`src/rtl/led_seq_wbm.sv`:
```
// led_seq_wbm: autonomous LED pattern sequencer acting as a single-beat
// Wishbone master towards the 4-bit LED register slave (address 0).
//
// Ports:
//   clk, reset        system clock; synchronous active-low reset
//   enable            sequencer run enable (level)
//   mode              0=static, 1=blink, 2=rotate-left, 3=bounce
//   period            base ticks per pattern step (0 behaves as 1)
//   pattern           seed / static pattern
//   wbm_address       always 0
//   wbm_writedata     {zeros, 4-bit pattern being written}
//   wbm_write         write strobe, high together with wbm_cycle
//   wbm_cycle         bus cycle in progress
//   wbm_ack           slave acknowledge (only looked at while waiting)
//   cur_leds          last pattern acknowledged by the slave
//   busy              write FSM not idle
//   err               sticky ack-timeout flag, cleared only by reset
module led_seq_wbm #(
  parameter int unsigned CLK_DIV     = 100000,
  parameter int unsigned ADDR_WIDTH  = 1,
  parameter int unsigned DATA_WIDTH  = 16,
  parameter int unsigned ACK_TIMEOUT = 15
) (
  input  logic                  clk,
  input  logic                  reset,
  input  logic                  enable,
  input  logic [1:0]            mode,
  input  logic [7:0]            period,
  input  logic [3:0]            pattern,
  output logic [ADDR_WIDTH-1:0] wbm_address,
  output logic [DATA_WIDTH-1:0] wbm_writedata,
  output logic                  wbm_write,
  output logic                  wbm_cycle,
  input  logic                  wbm_ack,
  output logic [3:0]            cur_leds,
  output logic                  busy,
  output logic                  err
);

  localparam int unsigned   PW         = $clog2(CLK_DIV);
  localparam int unsigned   TW         = $clog2(ACK_TIMEOUT + 1);
  localparam logic [PW-1:0] PRESC_LAST = PW'(CLK_DIV - 1);
  localparam logic [TW-1:0] TIMER_LAST = TW'(ACK_TIMEOUT - 1);

  typedef enum logic {S_IDLE, S_WAIT} state_t;
  state_t state, state_nxt;

  logic [PW-1:0] presc;
  logic [7:0]    step_cnt;
  logic [7:0]    eff_period;
  logic          en_d, rise, fall, tick, step;
  logic [1:0]    last_mode;
  logic          mode_new;
  logic          blink_off, bounce_up;
  logic          nxt_blink_off, nxt_bounce_up, dir_up;
  logic [3:0]    nxt, seed, rot_seed;
  logic          pend;
  logic [3:0]    pend_data;
  logic [3:0]    data_q, cur_q;
  logic [TW-1:0] timer;
  logic          err_q;
  logic          start, ack_done, timeout;

  assign rise       = enable & ~en_d;
  assign fall       = ~enable & en_d;
  assign tick       = enable && (presc == PRESC_LAST);
  assign eff_period = (period == 8'd0) ? 8'd1 : period;
  // 9-bit compare so a period lowered below the running count still fires.
  assign step       = tick && (({1'b0, step_cnt} + 9'd1) >= {1'b0, eff_period});
  assign mode_new   = (mode != last_mode);

  // Value written immediately on the enable rising edge.
  always_comb begin
    rot_seed = (pattern == 4'd0) ? 4'b0001 : pattern;
    case (mode)
      2'd2:    seed = rot_seed;
      2'd3:    seed = 4'b0001;
      default: seed = pattern;
    endcase
  end

  // Next pattern on a step; a mode change restarts blink phase / bounce direction.
  always_comb begin
    nxt           = '0;
    nxt_blink_off = blink_off;
    nxt_bounce_up = bounce_up;
    dir_up        = mode_new ? 1'b1 : bounce_up;
    case (mode)
      2'd0: nxt = pattern;
      2'd1: begin
        if (mode_new || !blink_off) begin
          nxt           = pattern;
          nxt_blink_off = 1'b1;
        end else begin
          nxt           = 4'b0000;
          nxt_blink_off = 1'b0;
        end
      end
      2'd2: nxt = (cur_q == 4'd0) ? rot_seed : {cur_q[2:0], cur_q[3]};
      2'd3: begin
        nxt_bounce_up = dir_up;
        case (cur_q)
          4'b0001: begin nxt = 4'b0010; nxt_bounce_up = 1'b1; end
          4'b0010: nxt = dir_up ? 4'b0100 : 4'b0001;
          4'b0100: nxt = dir_up ? 4'b1000 : 4'b0010;
          4'b1000: begin nxt = 4'b0100; nxt_bounce_up = 1'b0; end
          default: begin nxt = 4'b0001; nxt_bounce_up = 1'b1; end
        endcase
      end
      default: nxt = pattern;
    endcase
  end

  always_ff @(posedge clk) begin
    if (!reset) begin
      presc     <= '0;
      step_cnt  <= '0;
      en_d      <= 1'b0;
      pend      <= 1'b0;
      pend_data <= '0;
      blink_off <= 1'b0;
      bounce_up <= 1'b1;
      last_mode <= '0;
    end else begin
      en_d <= enable;
      if (!enable || presc == PRESC_LAST) presc <= '0;
      else                                presc <= presc + PW'(1);
      if (!enable)   step_cnt <= '0;
      else if (tick) step_cnt <= step ? 8'd0 : step_cnt + 8'd1;
      // A new value arriving in the same cycle as the FSM latches the old
      // one keeps pend set: single-entry, newest-wins pending slot.
      if (start) pend <= 1'b0;
      if (rise) begin
        pend      <= 1'b1;
        pend_data <= seed;
        blink_off <= 1'b1;
        bounce_up <= 1'b1;
        last_mode <= mode;
      end else if (fall) begin
        pend      <= 1'b1;
        pend_data <= 4'b0000;
      end else if (step) begin
        pend      <= 1'b1;
        pend_data <= nxt;
        blink_off <= nxt_blink_off;
        bounce_up <= nxt_bounce_up;
        last_mode <= mode;
      end
    end
  end

  always_ff @(posedge clk) begin
    if (!reset) state <= S_IDLE;
    else        state <= state_nxt;
  end

  always_comb begin
    state_nxt = state;
    start     = 1'b0;
    ack_done  = 1'b0;
    timeout   = 1'b0;
    case (state)
      S_IDLE: if (pend) begin
        start     = 1'b1;
        state_nxt = S_WAIT;
      end
      S_WAIT: if (wbm_ack) begin
        ack_done  = 1'b1;
        state_nxt = S_IDLE;
      end else if (timer == TIMER_LAST) begin
        timeout   = 1'b1;
        state_nxt = S_IDLE;
      end
      default: state_nxt = S_IDLE;
    endcase
  end

  always_ff @(posedge clk) begin
    if (!reset) begin
      data_q <= '0;
      timer  <= '0;
      cur_q  <= '0;
      err_q  <= 1'b0;
    end else begin
      if (start)                 begin data_q <= pend_data; timer <= '0; end
      else if (state == S_WAIT)  timer <= timer + TW'(1);
      if (ack_done) cur_q <= data_q;
      if (timeout)  err_q <= 1'b1;
    end
  end

  always_comb begin
    wbm_writedata      = '0;
    wbm_writedata[3:0] = data_q;
  end

  assign wbm_address = '0;
  assign wbm_cycle   = (state == S_WAIT);
  assign wbm_write   = (state == S_WAIT);
  assign busy        = (state != S_IDLE);
  assign cur_leds    = cur_q;
  assign err         = err_q;

endmodule

```
`config.mk`:
```
export PLATFORM = sky130hd
export DESIGN_NAME = led_seq_wbm
export DESIGN_NICKNAME = d
export VERILOG_FILES = /design/src/rtl/led_seq_wbm.sv
export SDC_FILE = /design/constraint.sdc
export NUM_CORES = 1
export LEC_CHECK = 0
export ABC_AREA = 1
export BUFFER_PORTS_ARGS = -buffer_cell sky130_fd_sc_hd__buf_2
export CELL_PAD_IN_SITES_DETAIL_PLACEMENT = 1
export CELL_PAD_IN_SITES_GLOBAL_PLACEMENT = 1
export CORE_MARGIN = 8
export CORE_UTILIZATION = 41
export DETAILED_ROUTE_END_ITERATION = 8
export PLACE_DENSITY_LB_ADDON = 0.3
export SLEW_MARGIN = 25
export SYNTH_ARGS = -nofsm -noshare
export SYNTH_HDL_FRONTEND = slang
export SYNTH_SLANG_ARGS = --single-unit
```
`constraint.sdc`:
```
create_clock -name clk -period 3.4 [get_ports clk]
set_clock_uncertainty 0.1 [all_clocks]
set_input_delay 0.68 -clock clk [delete_from_list [all_inputs] [get_ports clk]]
set_output_delay 0.68 -clock clk [all_outputs]
set_load 0.1 [all_outputs]
```
==> results.cfg <==
[power_and_ir_drop]
power_mw = 1.25
p_sw_uw = 450
peakVddDrop_mv = 0.184
power_leakage_nw = 1.53
seqPwrFrac = 0.484
power_frac_clock = 0.307
power.density_nw_per_um2 = 379
switching_share = 0.361
combPwrFrac = 0.209
p_int_uw = 798

[critical_path]
cp.arrival_ns = 2.82
crit_path_max_fanout = 6
path_class = reg -> reg
required_ns = 3.53
rrSetupSlack_ns = 0.70
critPathLaunchType = flip-flop
endpoint_kind = flip-flop

[logic_synthesis]
synth-async-reset-ratio = 0
synth_top_area_frac = 0.325
synth.most_common_cell = nand2_1
syn_avg_cell_area_um2 = 6.67
post-synth-top-area-cell = dfxtp_1
ys_types = 37
ys_top_cells_by_area = dfxtp_1 33%, nand2_1 12%, nor2_1 8.2%
synth_area_um2 = 3010
synth-seq-area-share = 0.325
netlist_instances = 452
ys_seq_elements = 49
synth_common_cells = 97 x nand2_1, 66 x nor2_1, 64 x inv_1
ys.warnings.count = 0
synthFlopType = dfxtp_1
synth_edf_count = 0

[placed_design]
postPlaceCellArea_um2 = 3190
io_buffers = 29
post-dp-hpwl_mm = 6.11
gp_congestion = 0.848

[clock_tree]
cts_tree = done
hold_buffers = 0
clock_latency_ns = 0.31
cts_buffer_depth = 2
cts.repair.resized = 0
cts_sinks = 49
post_cts_buffers = 0
clk_pin_slew_worst_paths_ns = 0.11
cts.root.buffer_cell = clkbuf_8
htree_levels = 2
cts_buffers = 5

[flow_run]
drv_cap = 0

[routing]
drt_wl_total_mm = 7.45
firstDrtPassIters = 4
drtAntennaViolNets = 0
drc = 0
via_count = 2804
via_per_inst = 4.83
wl_per_cell_um = 12.8
detailedRoute.firstIterationViolations = 83

[min_path]
hold_path.class = reg -> reg

[timing]
rsz0062_at_grt = no
setup_viol = 0
fin_crit_ns = 2.70
hold_slack_ns = 0.357
hold_viol_final = 0
final.setup.tns_ns = 0
fmaxAchievable_ghz = 0.371
fin_crit_sh = 0.793
drv_slew = 0

[layout]
diodes = 0
multi_input_area_um2 = 1690
final_area_um2 = 3290
final_nets = 512
syn_to_final_growth_pct = 9.17
fin_util = 0.459
drive_above_1_share = 0.116
seq_area_um2 = 981
fillCellCount = 982

[global_routing]
antenna_found_initial = 0
grt.overflow.total = 0
grt_max_degree = 19
grt_use_total = 0.149
grt_pass1_wl_mm = 12.6
grt_pass1_vias = 2841

[die]
num_rows = 31
die_y_um = 102
core_area_um2 = 7180
initial_core_util = 0.420
dieArea_um2 = 10400
dieWidth_um = 102
io_pins = 43

[status]
status = complete, no violations
[path summary, 6_finish.rpt]
kind	start	endpoint	cells past startpoint
max	step_cnt[0]$_SDFFE_PN0P_	step_cnt[6]$_SDFFE_PN0P_	14
max reg2reg	step_cnt[0]$_SDFFE_PN0P_	step_cnt[6]$_SDFFE_PN0P_	14
min reg2reg	presc[0]$_SDFF_PP0_	presc[0]$_SDFF_PP0_	1
min	presc[0]$_SDFF_PP0_	presc[0]$_SDFF_PP0_	1
[power groups by stage]
stage,Combinational [mW],Sequential [mW],Clock (mW)
detailed placement,0.262,0.618,0
CTS,0.263,0.605,0.397
floorplan,0.183,0.661,0
global placement,0.256,0.618,0
finish,0.261,0.605,0.383
global route,0.284,0.607,0.419
[cell type report]
type,instances,area share
clock inverters,3,0.00875
repair buffers,29,0.0441
clock buffers,5,0.0209
inverters,67,0.0764
multi-input cells,328,0.514
well taps,99,0.0376
flip-flops and latches,49,0.298
[layout by cell type, fill, tap and decap left out, types with 2 or more instances in the layout]
| cell | instances |
|---|---|
| o21ai_1 | 3 |
| o21ai_0 | 17 |
| xnor2_1 | 4 |
| nor3b_1 | 2 |
| nor3_1 | 10 |
| inv_2 | 2 |
| a211oi_1 | 3 |
| nand3_1 | 28 |
| nor2_4 | 3 |
| nand2_2 | 6 |
| nand3b_1 | 2 |
| or2_2 | 2 |
| xor2_1 | 12 |
| nor2_2 | 2 |
| a21o_1 | 2 |
| a21oi_1 | 26 |
| dfxtp_1 | 49 |
| nand2_1 | 97 |
| buf_2 | 29 |
| clkbuf_8 | 5 |
| inv_1 | 64 |
| conb_1 | 13 |
| ha_1 | 14 |
| nand4_1 | 6 |
| nand3_2 | 2 |
| nor2_1 | 66 |
[sequential cells by signal (all words and copies together), names as in the netlist]
signal     flops
busy           1
pend           1
blink_off      1
step_cnt       8
pend_data      4
presc         17
cur_leds       4
bounce_up      1
data_q         4
last_mode      2
en_d           1
timer          4
err            1
[worst max-delay path: stages (launching register included)]
cell and delay [ns]:
dfxtp_1 0.43, ha_1 0.25, nand2_2 0.09, nor2_4 0.13, nand3_1 0.09, xor2_1 0.22, ha_1 0.30, a21o_1 0.17
nand3_1 0.10, nand2_2 0.07, nor2_4 0.14, nand3_4 0.11, nand2_2 0.10, nand2_2 0.10, a211oi_1 0.20
[logic make-up after synthesis]
logic type               count (synthesis)  synth area share
flip-flops                              49             0.325
buffers and inverters                   87             0.128
other                                    1           0.00124
adder cells (fa/ha/maj)                 14            0.0581
XOR/XNOR                                16            0.0465
AND/OR/NAND/NOR                        230             0.341
AO/OA/AOI/OAI                           55            0.0996
[routing by layer]
metal  vias up  wire, um  global-route usage
li1       1454         -                   -
met1      1316      3420               0.178
met2        27      3710               0.265
met3         7       230              0.0275
met4         0        87              0.0378
met5         -         0                   0
[per-stage QoR]
step           cells  worst slack [ns]
3_5_place_dp     572             0.737
3_3_place_gp     572             0.723
6_report         580             0.705
5_1_grt          580             0.496
4_1_cts          580             0.704
2_1_floorplan    464              1.08
Note: power is estimated with default switching activity, not from simulation.
